### src/rtl/sync_fifo_ctl.sv
// -----------------------------------------------------------------------------
// sync_fifo_ctl
//
// Single-clock FIFO with a registered fill level, almost-full/almost-empty
// thresholds, sticky overflow/underflow flags and an encoded status state.
// Uses the same push/pop/full/empty contract as the clock-crossing variant.
//
// Optional feature macro: SYNC_FIFO_CTL_FWFT_EN
//   defined   -> first-word-fall-through: dataOut shows the head word whenever
//                the FIFO is not empty (0 when empty), ready = ~empty.
//   undefined -> registered read: an accepted pop loads dataOut on the next
//                cycle and pulses ready for that one cycle.
//
// Ports
//   ck          clock, all logic on the rising edge
//   srstN       synchronous active-low reset
//   push/dataIn write request and data (dropped while full)
//   pop         read request (dropped while empty)
//   dataOut     read data, ready marks it valid
//   full/empty, almostFull/almostEmpty   registered flags
//   level       registered word count, 0..FIFO_SIZE
//   overflow/underflow  sticky error flags, cleared by clrErr
//   status      EMPTY=0, IDLE=1, PUSH=2, POP=3, FULL=4
// -----------------------------------------------------------------------------
module sync_fifo_ctl #(
  parameter int  DATA_W    = 8,
  parameter int  FIFO_SIZE = 16,
  parameter int  AF_THRESH = FIFO_SIZE - 2,
  parameter int  AE_THRESH = 2,
  localparam int ADDR_W    = $clog2(FIFO_SIZE)
) (
  input  logic              ck,
  input  logic              srstN,
  input  logic              push,
  input  logic [DATA_W-1:0] dataIn,
  output logic              full,
  output logic              almostFull,
  input  logic              pop,
  output logic [DATA_W-1:0] dataOut,
  output logic              empty,
  output logic              almostEmpty,
  output logic              ready,
  output logic [ADDR_W:0]   level,
  output logic              overflow,
  output logic              underflow,
  input  logic              clrErr,
  output logic [2:0]        status
);

  typedef enum logic [2:0] {
    ST_EMPTY = 3'd0,
    ST_IDLE  = 3'd1,
    ST_PUSH  = 3'd2,
    ST_POP   = 3'd3,
    ST_FULL  = 3'd4
  } status_e;

  localparam logic [ADDR_W:0] FULL_LVL = (ADDR_W + 1)'(FIFO_SIZE);
  localparam logic [ADDR_W:0] AF_LVL   = (ADDR_W + 1)'(AF_THRESH);
  localparam logic [ADDR_W:0] AE_LVL   = (ADDR_W + 1)'(AE_THRESH);

  logic [DATA_W-1:0] mem [FIFO_SIZE];

  logic [ADDR_W-1:0] wr_ptr_q, wr_ptr_d;
  logic [ADDR_W-1:0] rd_ptr_q, rd_ptr_d;
  logic [ADDR_W:0]   level_q, level_d;
  logic              full_q, full_d;
  logic              empty_q, empty_d;
  logic              af_q, af_d;
  logic              ae_q, ae_d;
  logic              ovf_q, ovf_d;
  logic              unf_q, unf_d;
  status_e           status_q, status_d;

  logic push_acc;
  logic pop_acc;

  // Accepts are gated by the registered flags only, so a push while full is
  // dropped even if a pop frees a slot in the same cycle (and vice versa).
  assign push_acc = push & ~full_q;
  assign pop_acc  = pop & ~empty_q;

  // NOTE: every always_comb output gets a default first so no path can leave
  // it unassigned and infer a latch.
  always_comb begin
    wr_ptr_d = wr_ptr_q;
    rd_ptr_d = rd_ptr_q;
    status_d = ST_IDLE;

    if (push_acc) wr_ptr_d = wr_ptr_q + ADDR_W'(1);
    if (pop_acc)  rd_ptr_d = rd_ptr_q + ADDR_W'(1);

    level_d = level_q + (ADDR_W + 1)'(push_acc) - (ADDR_W + 1)'(pop_acc);

    full_d  = (level_d == FULL_LVL);
    empty_d = (level_d == '0);
    af_d    = (level_d >= AF_LVL);
    ae_d    = (level_d <= AE_LVL);

    // Set beats clear when both happen in the same cycle.
    ovf_d = (push & full_q)  | (ovf_q & ~clrErr);
    unf_d = (pop  & empty_q) | (unf_q & ~clrErr);

    if (empty_d)                 status_d = ST_EMPTY;
    else if (full_d)             status_d = ST_FULL;
    else if (push_acc & ~pop_acc) status_d = ST_PUSH;
    else if (pop_acc & ~push_acc) status_d = ST_POP;
    else                         status_d = ST_IDLE;
  end

  // NOTE: sequential state uses non-blocking assignments so every flop samples
  // the pre-edge values regardless of statement order.
  always_ff @(posedge ck) begin
    if (!srstN) begin
      wr_ptr_q <= '0;
      rd_ptr_q <= '0;
      level_q  <= '0;
      full_q   <= 1'b0;
      empty_q  <= 1'b1;
      af_q     <= 1'b0;
      ae_q     <= 1'b1;
      ovf_q    <= 1'b0;
      unf_q    <= 1'b0;
      status_q <= ST_EMPTY;
    end else begin
      wr_ptr_q <= wr_ptr_d;
      rd_ptr_q <= rd_ptr_d;
      level_q  <= level_d;
      full_q   <= full_d;
      empty_q  <= empty_d;
      af_q     <= af_d;
      ae_q     <= ae_d;
      ovf_q    <= ovf_d;
      unf_q    <= unf_d;
      status_q <= status_d;
    end
  end

  // NOTE: the storage array has no reset; pointers and level define which
  // entries are valid, so stale contents are never observable.
  always_ff @(posedge ck) begin
    if (push_acc) mem[wr_ptr_q] <= dataIn;
  end

`ifdef SYNC_FIFO_CTL_FWFT_EN
  // Head word is visible as soon as it is stored; forced to 0 when empty.
  assign dataOut = empty_q ? '0 : mem[rd_ptr_q];
  assign ready   = ~empty_q;
`else
  logic [DATA_W-1:0] dout_q, dout_d;
  logic              ready_q, ready_d;

  // dataOut holds until the next accepted pop; ready pulses for one cycle.
  always_comb begin
    dout_d  = dout_q;
    ready_d = pop_acc;
    if (pop_acc) dout_d = mem[rd_ptr_q];
  end

  always_ff @(posedge ck) begin
    if (!srstN) begin
      dout_q  <= '0;
      ready_q <= 1'b0;
    end else begin
      dout_q  <= dout_d;
      ready_q <= ready_d;
    end
  end

  assign dataOut = dout_q;
  assign ready   = ready_q;
`endif

  assign full        = full_q;
  assign empty       = empty_q;
  assign almostFull  = af_q;
  assign almostEmpty = ae_q;
  assign level       = level_q;
  assign overflow    = ovf_q;
  assign underflow   = unf_q;
  assign status      = status_q;

endmodule

### config.mk
export PLATFORM = sky130hd
export DESIGN_NAME = sync_fifo_ctl
export DESIGN_NICKNAME = d
export VERILOG_FILES = /design/src/rtl/sync_fifo_ctl.sv
export SDC_FILE = /design/constraint.sdc
export NUM_CORES = 1
export LEC_CHECK = 0
export ABC_AREA = 1
export CAP_MARGIN = 20
export CORE_ASPECT_RATIO = 1.5
export CORE_MARGIN = 3
export CORE_UTILIZATION = 58
export CTS_CLUSTER_DIAMETER = 100
export DETAILED_ROUTE_END_ITERATION = 8
export PLACE_DENSITY_LB_ADDON = 0.2
export SETUP_SLACK_MARGIN = 0.4
export SLEW_MARGIN = 10
export SYNTH_ARGS = -nofsm -noshare
export SYNTH_HDL_FRONTEND = slang
export SYNTH_SLANG_ARGS = --single-unit
### constraint.sdc
create_clock -name ck -period 6 [get_ports ck]
set_input_delay 1.2 -clock ck [delete_from_list [all_inputs] [get_ports ck]]
set_output_delay 1.2 -clock ck [all_outputs]
set_load 0.02 [all_outputs]
==> results_dict.tcl, run 1 <==
set metrics [dict create \
    status "completed" \
    min_path_type "reg2reg" \
    avgSynthCellArea_sq_um 10.8 \
    finalMaxSlewViolations 0 \
    relSlewSlack 0.321 \
    fill_cells 837 \
    max-cap-violations 0 \
    synth_edf_count 128 \
    power_frac_comb 0.248 \
    drt-total-wl_um 14700 \
    first_iter_violations 390 \
    antenna_found_initial 0 \
    num_rows 47 \
    cts-root-buf "clkbuf_16" \
    tightest_slew_ps 1010 \
    final_antenna_net_count 0 \
    yosys.area_share.simple 0.225 \
    worstReg2RegStart "full" \
    cts_max_path_buffers 2 \
    fin_util 0.680 \
    synth_top_family_by_area "simple AND/OR/NAND/NOR gates" \
    yosys.area_share.xor_xnor 0.00648 \
    dr.pass1.iters 5 \
    layout-drive-gt1-share 0.0679 \
    rsz0062_at_grt "false" \
    synthesis.instances 606 \
    insertion_delay_ps 410 \
    area_growth_pct 14.5 \
    grt_first_pass_wirelength_um 23400 \
    clkPwrFrac 0.330 \
    worst_ep_arrival_time_ps 3630 \
    synth.area.mux_share 0 \
    die_y_um 136 \
    async_reset_ff_frac 0 \
    fin_cells 795 \
    htreeDepth 4 \
    cpMaxStageDelayCell "clkdlybuf4s50_1" \
    cp_data_required_time_ps 6310 \
    cts_resized 0 \
    cts_tree "done" \
    grt_util_met1 0.318 \
    grt_pass1_vias 4384 \
    hold_viol 0 \
    yosysUniqueCellTypes 23 \
    global_route.usage.met3 0.0554 \
    place_hpwl_um 9190 \
    synth_area_leaders "edfxtp_1, nand2_1, dfxtp_1, nand3_1, nor2_1" \
    seq_area_frac_synth 0.680 \
    vias_per_cell 5.59 \
    numCtsBuffers 17 \
    grtUsageMet2 0.408 \
    numPlacedInstances 762 \
    placed_cell_area_sq_um 6910 \
    tns_ps 0 \
    dieArea_sq_um 12700 \
    vdd_drop_max_mv 0.299 \
    diodes 0 \
    max_stage_delay_ps 480 \
    postCtsSetupBuffers 0 \
    ys_ff_latch 159 \
    vias 4442 \
    power_density_nw_per_um2 421 \
    core_region_area_sq_um 11100 \
    critPathLaunchType "input port" \
    synthAdderAreaFrac 0.0240 \
    clk_pin_slew_worst_paths_ps 60 \
    crit_path_cell_trace "clkdlybuf4s50_1 -> inv_1 -> nor2_4 -> inv_1 -> ha_1 -> inv_1 -> ha_1 -> fa_1 -> xor2_1 -> nor3_1 -> nand2_1 -> nand2_1 -> nor2_1" \
    min_from "overflow" \
    crit_fanout 8 \
    period_share 0.553 \
    switchingPower_uw 982 \
    final_area_sq_um 7520 \
    num-nets-final 660 \
    yosys_warnings 0 \
    cts_hold_buf 0 \
    track_usage 0.248 \
    syn-num-nets 631 \
    top_level_ports 36 \
    crit_path_start "push" \
    path_class "in2reg" \
    cpMostUsedCell "inv_1" \
    yosysTopAreaCellShare 0.585 \
    synth_most_common_cell "nand2_1" \
    fp.dieW_um 92.9 \
    power_leakage_nw 2.85 \
    seqPwrFrac 0.421 \
    fmax_mhz 301 \
    hold_ws_ps 473 \
    end_kind "register" \
    switching_share 0.310 \
    synth_common_cells "nand2_1, edfxtp_1, nand3_1, nor2_1, dfxtp_1" \
    finalClockSkew_ps 7.63 \
    port_buffers 35 \
    initial_utilization 0.594 \
    grt_most_used_layer "met2" \
    grt_overflow 0 \
    synth-compound-area-share 0.0130 \
    post-route-min-period_ps 3320 \
    gp_congestion 0.826 \
    synth.cell_area_sq_um 6570 \
    routedWlPerCell_um 18.5 \
    setup_violations 0 \
    cts.sinks 159 \
    p_int_mw 2.18 \
    grt_max_degree 67 \
    ys.flop_type "edfxtp_1" \
    drc 0 \
    yosysTopAreaCell "edfxtp_1" \
]
placed cells by master, fill, tap and decap left out, types with 4 or more instances in the layout:
cell type	netlist	final
nand2_1	195	195
edfxtp_1	128	128
nand3_1	109	109
nor2_1	43	43
clkdlybuf4s50_1	0	35
dfxtp_1	31	30
inv_1	25	25
clkbuf_16	0	17
a21oi_1	14	14
ha_1	11	11
inv_2	5	5
clkinvlp_4	0	4
area by class of cell:
| type | instances | area, sq um | area share |
|---|---|---|---|
| clock buffer | 19 | 443 | 0.0589 |
| clock inverter | 13 | 140 | 0.0186 |
| inverter | 32 | 123 | 0.0163 |
| tap | 147 | 184 | 0.0245 |
| timing repair buffer | 39 | 400 | 0.0533 |
| multi-input combinational | 386 | 1760 | 0.234 |
| sequential | 159 | 4470 | 0.594 |
metal layers:
layer,vias to the layer above,part of all wire
li1,2107,-
met2,169,0.51
met4,0,0.029
met3,33,0.055
met5,-,0
met1,2133,0.41
path summary, 6_finish.rpt:
kind / to / slack (ps) / cells after the start
worst max-delay path: status[0] / 2680 / 13
worst min-delay path: overflow / 470 / 2
worst max register to register: status[0] / 3620 / 11
worst min register to register: overflow / 470 / 2
power by group through the flow:
stage	clock, mW	combinational, mW	sequential [mW]
6_report	1.05	0.786	1.33
5_1_grt	1.10	0.875	1.34
4_1_cts	1.05	0.781	1.33
3_5_place_dp	0	0.774	1.35
3_3_place_gp	0	0.748	1.35
2_1_floorplan	0	0.485	1.40
worst max-delay path: cells and delay by family:
kind	cells	cell delay [ps]
adders and majority gates	3	910
buffers and inverters	4	720
xor gates and xnor gates	1	200
and+or+nand+nor	5	610
through the flow:
| step | power [mW] | worst slack, ps |
|---|---|---|
| after global routing | 3.32 | 2480 |
| after CTS | 3.17 | 2700 |
| final | 3.17 | 2680 |
| after floorplan | 1.89 | 2970 |
| after global placement | 2.10 | 2320 |
| after detailed placement | 2.13 | 2250 |
flip-flops by register name (all words and copies together) (netlist names):
register / flops
empty: 1
ready: 1
almostEmpty: 1
level: 5
underflow: 1
wr_ptr_q: 4
rd_ptr_q: 4
dataOut: 8
full: 1
overflow: 1
mem: 128
status: 3
almostFull: 1
kinds of logic (layout without fill, tap and decap cells):
logic type,after synthesis,in the layout
compound gates,17,17
xor+xnor,4,4
fa+ha+maj,12,12
buf+inv,61,103
flops,159,159
simple gates,353,353
No activity file was read; power rests on OpenSTA's default activity.
==> run 2: changes to the inputs <==
CORE_UTILIZATION = 53   (was 58)
clock period = 3 ns   (was 6 ns; I/O delays follow)
==> run 2 against run 1 <==
Cell count is 3.3% higher; sequential share of layout area is 1.3 points lower; clock-buffer cell count is 1 higher; clock skew is 5.2 ps higher; sequential power is 98% higher; largest power group unchanged.
==> results_dict.tcl, run 2 (synthesis gave the netlist of run 1 again) <==
set metrics [dict create \
    status "completed" \
    diodes 0 \
    end_kind "register" \
    crit_path_cell_trace "clkdlybuf4s50_1 -> inv_2 -> nor2_4 -> inv_2 -> ha_4 -> inv_1 -> ha_2 -> fa_2 -> xor2_2 -> nor3_1 -> nand2_1 -> nand2_1 -> nor2_1" \
    place_hpwl_um 8980 \
    initial_utilization 0.544 \
    vdd_drop_max_mv 0.680 \
    port_buffers 35 \
    postCtsSetupBuffers 0 \
    period_share 0.844 \
    worst_ep_arrival_time_ps 2850 \
    clk_pin_slew_worst_paths_ps 60 \
    cts-root-buf "clkbuf_16" \
    finalClockSkew_ps 12.8 \
    gp_congestion 0.832 \
    largest_register_ffs 128 \
    dp_slack_ps 26.0 \
    top_level_ports 36 \
    final_common_cell "nand2_1" \
    grt_max_degree 67 \
    hold_viol 0 \
    core_region_area_sq_um 12100 \
    power_leakage_nw 2.94 \
    area_growth_pct 17.1 \
    cts_hold_buf 0 \
    fill_cells 951 \
    insertion_delay_ps 420 \
    grt_overflow 0 \
    antenna_found_initial 0 \
    cts_tree "done" \
    relSlewSlack 0.501 \
    htreeDepth 4 \
    dieArea_sq_um 13800 \
    final_antenna_net_count 0 \
    cts_max_path_buffers 2 \
    num-nets-final 680 \
    layout-drive-gt1-share 0.0958 \
    finalMaxSlewViolations 0 \
    dr.pass1.iters 5 \
    drc 0 \
    layout_common_cells "nand2_1, edfxtp_1, nand3_1" \
    fmax_mhz 395 \
    rsz0062_at_grt "false" \
    drt-total-wl_um 14100 \
    cp_data_required_time_ps 3320 \
    final_area_sq_um 7690 \
    crit_fanout 4 \
    cts_resized 0 \
    hold_ws_ps 480 \
    fin_ws_ps 469 \
    max-cap-violations 0 \
    regMostFlops "mem" \
    numCtsBuffers 17 \
    max_stage_delay_ps 500 \
    cpMaxStageDelayCell "clkdlybuf4s50_1" \
    critPathLaunchType "input port" \
    die_y_um 142 \
    tightest_slew_ps 746 \
    setup_violations 0 \
    grt_pass1_vias 4398 \
    first_iter_violations 366 \
    placed_cell_area_sq_um 7090 \
    finalPower_mw 6.34 \
    cts.sinks 159 \
    num_rows 49 \
    routedWlPerCell_um 17.1 \
    fp.dieW_um 96.9 \
    vias_per_cell 5.39 \
    tns_ps 0 \
    track_usage 0.215 \
    path_class "in2reg" \
    grt_first_pass_wirelength_um 22600 \
    post-route-min-period_ps 2530 \
    ff2ff_setup_slack_ps 810 \
    vias 4425 \
    min_path_type "reg2reg" \
    power_density_nw_per_um2 824 \
]
==> run 2: cell types whose count changed in the layout (fill, tap and decap cells not counted), moves of 2 or more <==
cell | previous run | this run
buf_4 | 3 | 23
clkbuf_1 | 1 | 3
clkinv_1 | 1 | 6
clkinv_2 | 3 | 0
clkinv_4 | 3 | 0
clkinvlp_4 | 4 | 2
ha_1 | 11 | 9
inv_1 | 25 | 23
inv_2 | 5 | 7
==> run 2: area by class of cell <==
cell class	count	area (sq um)	share of cell area
Timing Repair Buffer	59	543	0.0706
Sequential cell	159	4470	0.581
Multi-Input combinational cell	386	1790	0.233
Clock inverter	12	141	0.0184
Clock buffer	20	437	0.0568
Tap cell	153	191	0.0249
Inverter	32	123	0.0159
==> run 2: path summary, 6_finish.rpt <==
| path | depth (start not counted) | end | from |
|---|---|---|---|
| max | 13 | status[0] | push |
| min | 2 | overflow | overflow |
| max reg2reg | 11 | status[0] | full |
| min reg2reg | 2 | overflow | overflow |
==> run 2: through the flow <==
| stage | util | std cells |
|---|---|---|
| after global placement | 0.587 | 789 |
| after global routing | 0.637 | 821 |
| final | 0.637 | 821 |
| after CTS | 0.635 | 821 |
| after detailed placement | 0.587 | 789 |
| after floorplan | - | 606 |
==> run 2: worst max-delay path: cells and delay by family <==
family,cells,cell delay (ps)
buffers and inverters,4,650
adder cells (fa/ha/maj),3,830
AND/OR/NAND/NOR,5,560
XOR/XNOR,1,200
==> run 2: power breakdown <==
group          switching [mW]  internal, mW  total (mW)  leakage (nW)
registers              0.0823          2.56        2.64          1.41
logic                    1.01         0.593        1.60          1.26
clock network           0.795          1.30        2.09         0.273
==> run 2: per-layer routing <==
layer	GRT usage	vias to the layer above	share of wire
li1	-	2148	-
met1	0.247	2141	0.39
met2	0.387	112	0.55
met3	0.0432	24	0.036
met4	0.0954	0	0.025
met5	0	-	0
